$ cat config.mk
export PLATFORM = sky130hd
export DESIGN_NAME = hash_round_sequencer
export DESIGN_NICKNAME = d
export VERILOG_FILES = /design/src/rtl/hash_round_sequencer.sv
export SDC_FILE = /design/constraint.sdc
export NUM_CORES = 1
export LEC_CHECK = 0
export CAP_MARGIN = 5
export CORE_UTILIZATION = 47
export DETAILED_ROUTE_END_ITERATION = 8
export PLACE_DENSITY = 0.86
export SLEW_MARGIN = 20
export SYNTH_ARGS = -nofsm -noshare
export SYNTH_HDL_FRONTEND = slang
export SYNTH_SLANG_ARGS = --single-unit
$ cat constraint.sdc
create_clock -name clk -period 2.1 [get_ports clk]
set_clock_uncertainty 0.15 [all_clocks]
set_input_delay 0.42 -clock clk [delete_from_list [all_inputs] [get_ports clk]]
set_output_delay 0.42 -clock clk [all_outputs]
set_load 0.05 [all_outputs]
$ cat src/rtl/hash_round_sequencer.sv
// Round/step sequencer for the hash core: walks ROUNDS x STEPS message steps
// per block, then an optional FINAL_STEPS finalization pass, one step per enabled cycle.
module hash_round_sequencer #(
    parameter int STEPS       = 8,
    parameter int ROUNDS      = 36,
    parameter int FINAL_STEPS = 8
) (
    input  logic                                        clk,
    input  logic                                        reset,
    input  logic                                        start,
    input  logic                                        block_last,
    input  logic                                        step_en,
    input  logic                                        abort,
    output logic                                        ready,
    output logic                                        busy,
    output logic [1:0]                                  phase,
    output logic [$clog2(STEPS)-1:0]                    step_idx,
    output logic [(($clog2(ROUNDS) > 1) ? $clog2(ROUNDS) : 1)-1:0] round_idx,
    output logic                                        round_done,
    output logic                                        final_done
);

    localparam int SW = $clog2(STEPS);
    localparam int RW = ($clog2(ROUNDS) > 1) ? $clog2(ROUNDS) : 1;

    localparam logic [SW-1:0] STEP_LAST  = SW'(STEPS - 1);
    localparam logic [SW-1:0] FINAL_LAST = SW'(FINAL_STEPS - 1);
    localparam logic [RW-1:0] ROUND_LAST = RW'(ROUNDS - 1);

    if (STEPS < 2) begin : g_bad_steps
        $error("hash_round_sequencer: STEPS must be >= 2");
    end
    if (ROUNDS < 1) begin : g_bad_rounds
        $error("hash_round_sequencer: ROUNDS must be >= 1");
    end
    if (FINAL_STEPS < 1 || FINAL_STEPS > STEPS) begin : g_bad_final
        $error("hash_round_sequencer: FINAL_STEPS must be in 1..STEPS");
    end

    // Encodings double as the phase output value.
    typedef enum logic [1:0] {
        S_IDLE  = 2'd0,
        S_ROUND = 2'd1,
        S_FINAL = 2'd2
    } state_t;

    state_t        state_q, state_d;
    logic [SW-1:0] step_q, step_d;
    logic [RW-1:0] round_q, round_d;
    logic          last_q, last_d;
    logic          round_done_q, round_done_d;
    logic          final_done_q, final_done_d;

    always_ff @(posedge clk or posedge reset) begin
        if (reset) begin
            state_q      <= S_IDLE;
            step_q       <= '0;
            round_q      <= '0;
            last_q       <= 1'b0;
            round_done_q <= 1'b0;
            final_done_q <= 1'b0;
        end else begin
            state_q      <= state_d;
            step_q       <= step_d;
            round_q      <= round_d;
            last_q       <= last_d;
            round_done_q <= round_done_d;
            final_done_q <= final_done_d;
        end
    end

    always_comb begin
        state_d      = state_q;
        step_d       = step_q;
        round_d      = round_q;
        last_d       = last_q;
        round_done_d = 1'b0;
        final_done_d = 1'b0;

        if (abort) begin
            state_d = S_IDLE;
            step_d  = '0;
            round_d = '0;
            last_d  = 1'b0;
        end else begin
            unique case (state_q)
                S_IDLE: begin
                    if (start) begin
                        state_d = S_ROUND;
                        step_d  = '0;
                        round_d = '0;
                        last_d  = block_last;
                    end
                end
                S_ROUND: begin
                    if (step_en) begin
                        if (step_q != STEP_LAST) begin
                            step_d = step_q + 1'b1;
                        end else if (round_q != ROUND_LAST) begin
                            step_d  = '0;
                            round_d = round_q + 1'b1;
                        end else begin
                            // Terminal step: pulse lands in the first cycle of the next state.
                            step_d       = '0;
                            round_d      = '0;
                            round_done_d = 1'b1;
                            state_d      = last_q ? S_FINAL : S_IDLE;
                        end
                    end
                end
                S_FINAL: begin
                    if (step_en) begin
                        if (step_q != FINAL_LAST) begin
                            step_d = step_q + 1'b1;
                        end else begin
                            step_d       = '0;
                            last_d       = 1'b0;
                            final_done_d = 1'b1;
                            state_d      = S_IDLE;
                        end
                    end
                end
                default: begin
                    state_d = S_IDLE;
                    step_d  = '0;
                    round_d = '0;
                    last_d  = 1'b0;
                end
            endcase
        end
    end

    assign ready      = (state_q == S_IDLE);
    assign busy       = (state_q == S_ROUND) || (state_q == S_FINAL);
    assign phase      = state_q;
    assign step_idx   = step_q;
    assign round_idx  = round_q;
    assign round_done = round_done_q;
    assign final_done = final_done_q;

endmodule

==> results.toml <==
[outcome]
status = "finished clean"

[sta]
rsz0062_at_grt = "no"
hold_ws_ns = 0.320
fin_setup_tns_ns = 0
tightest_slew_ns = 0.524
min_period_ns = 2.05
clock.fmax_mhz = 489
min_period_over_period_pct = 97.5
final_hold_viol_count = 0
maxSlewViolCount = 0
setup_viol = 0
max_slew_margin_pct = 65.0

[cells_and_area]
stdcell_count = 133
area_delta_synth_final_pct = 36.8
most-common-layout-cells = "15 x buf_4, 11 x nand2_1, 10 x dfrtp_1, 10 x clkdlybuf4s50_1, 8 x o21ai_0"
layout_commonest_cell = "buf_4"
n_antenna_cell = 0
fillers = 114
fin_nets = 131
fin_util_pct = 72.0
drive_above_1_share_pct = 27.4

[yosys]
ys_types = 28
yosysSeqAreaShare_pct = 42.2
syn_inst = 87
syn_nets = 100
synth-main-ff-cell = "dfrtp_1"
synthArstFlopShare_pct = 100
synth_area_um2 = 830
synth_area_per_cell_um2 = 9.54
synth_edf_count = 0
yosysWarnings = 0
synth_seq_cells = 14

[cts]
cts_resized = 0
cts_sinks = 14
cts_buffers = 3
insertion_delay_ns = 0.28
hold_buffers = 0
path_clk_slew_ns = 0.09
htreeDepth = 1
cts-root-buf = "clkbuf_4"
cts_tree = "done"
postCtsSetupRepairBufs = 0
clock_path_buffers = 2

[route]
drt-total-wl_um = 1890
first_pass_iters = 6
vias = 762
wire_per_inst_um = 14.2
drc_errors = 0
ant_nets = 0
via_per_inst = 5.73
first_iter_violations = 20

[die]
core_area_um2 = 1580
die_area_um2 = 1940
die_x_um = 44.0
start_util_pct = 52.6
die_h_um = 44.0
io_pins = 21
row_count = 14

[worst_setup_path]
path_class = "reg2out"
arrival_ns = 1.48
cp-start-kind = "register"
crit_required_ns = 1.53
path_cells = "clkdlybuf4s50_1"
crit_path_end_kind = "primary output"
crit_family = "buffers and inverters"
slowest_stage = "clkdlybuf4s50_1"
worst-path-buf-inv = 1
max_stage_delay_ns = 0.80
worstPathMaxFanout = 4

[global_route]
grt_max_degree = 15
grt_pass1_wl_um = 3030
grt_pass1_vias = 680
antenna_found_initial = 0
overflow = 0
grt_usage_pct = 21.2

[placed_design]
dp.cells = 129
hpwl_um = 1460
routabilityCongestion = 0.761
port_buffers = 20

[pwr]
irDropWorstVdd_mv = 0.631
pwr_density_cell_nw_per_um2 = 998
leakage_nw = 0.516

[flow_run]
cap_violations = 0

[worst_hold_path]
hold_path.class = "in2async"
==> Yosys cell counts, types with 3 or more instances <==
cell | number | area [µm²]
a21oi_1 | 6 | 30.0
dfrtp_1 | 14 | 350
ha_1 | 7 | 87.6
inv_1 | 6 | 22.5
nand2_1 | 11 | 41.3
nand2b_1 | 6 | 37.5
nor2b_1 | 3 | 18.8
o21ai_0 | 8 | 40.0
==> layer usage <==
| metal | GRT usage (%) | vias up | routed length [µm] |
|---|---|---|---|
| met5 | 0 | - | 0 |
| met4 | 5.45 | 0 | 13 |
| met3 | 3.67 | 2 | 67 |
| met2 | 35.6 | 18 | 949 |
| met1 | 28.3 | 371 | 861 |
| li1 | - | 371 | - |
==> where the power goes <==
group,total [mW],switching [mW],internal (mW)
clock network,0.165,0.0917,0.0736
logic,0.639,0.362,0.277
registers,0.327,0.0278,0.300
total,1.13,0.482,0.651
==> final timing paths <==
| path | startpoint | to | slack, ns | cells past startpoint |
|---|---|---|---|---|
| max reg2reg | phase[1] | round_idx[5] | 0.18 | 6 |
| max in group asynchronous | reset | step_idx[0] | 1.10 | 2 |
| min in group clk | last_q | phase[1] | 0.39 | 2 |
| min reg2reg | last_q | phase[1] | 0.39 | 2 |
| max | step_idx[0] | step_idx[0] | 0.05 | 1 |
| min | reset | round_idx[3] | 0.32 | 2 |
==> cell type report <==
cell class                      instances  area [µm²]  area share, %
Tap cell                               16        20.0           1.76
Multi-Input combinational cell         66         458           40.4
Timing Repair Buffer                   27         253           22.3
Clock buffer                            4        26.3           2.32
Inverter                                6        22.5           1.98
Sequential cell                        14         355           31.3
==> registers in the layout, indices dropped and copies added, names as in the netlist <==
register	flops
round_idx	6
step_idx	3
phase	2
final_done	1
last_q	1
round_done	1
==> stage by stage <==
stage	total power, mW	area (µm²)	setup WS, ns
global route	1.19	1130	0.0210
detailed placement	0.969	1110	0.0165
CTS	1.14	1130	0.0499
finish	1.13	1130	0.0530
floorplan	0.724	840	-0.000127
global placement	0.957	1110	0.0323
==> cells by family after synthesis <==
logic type      Yosys count  synth area share [%]
compound gates           23                  19.2
fa+ha+maj                 7                  10.6
buf+inv                   7                  3.17
flops                    14                  42.2
mux                       2                  2.41
simple gates             34                  22.5
No activity file was read; power rests on OpenSTA's default activity.
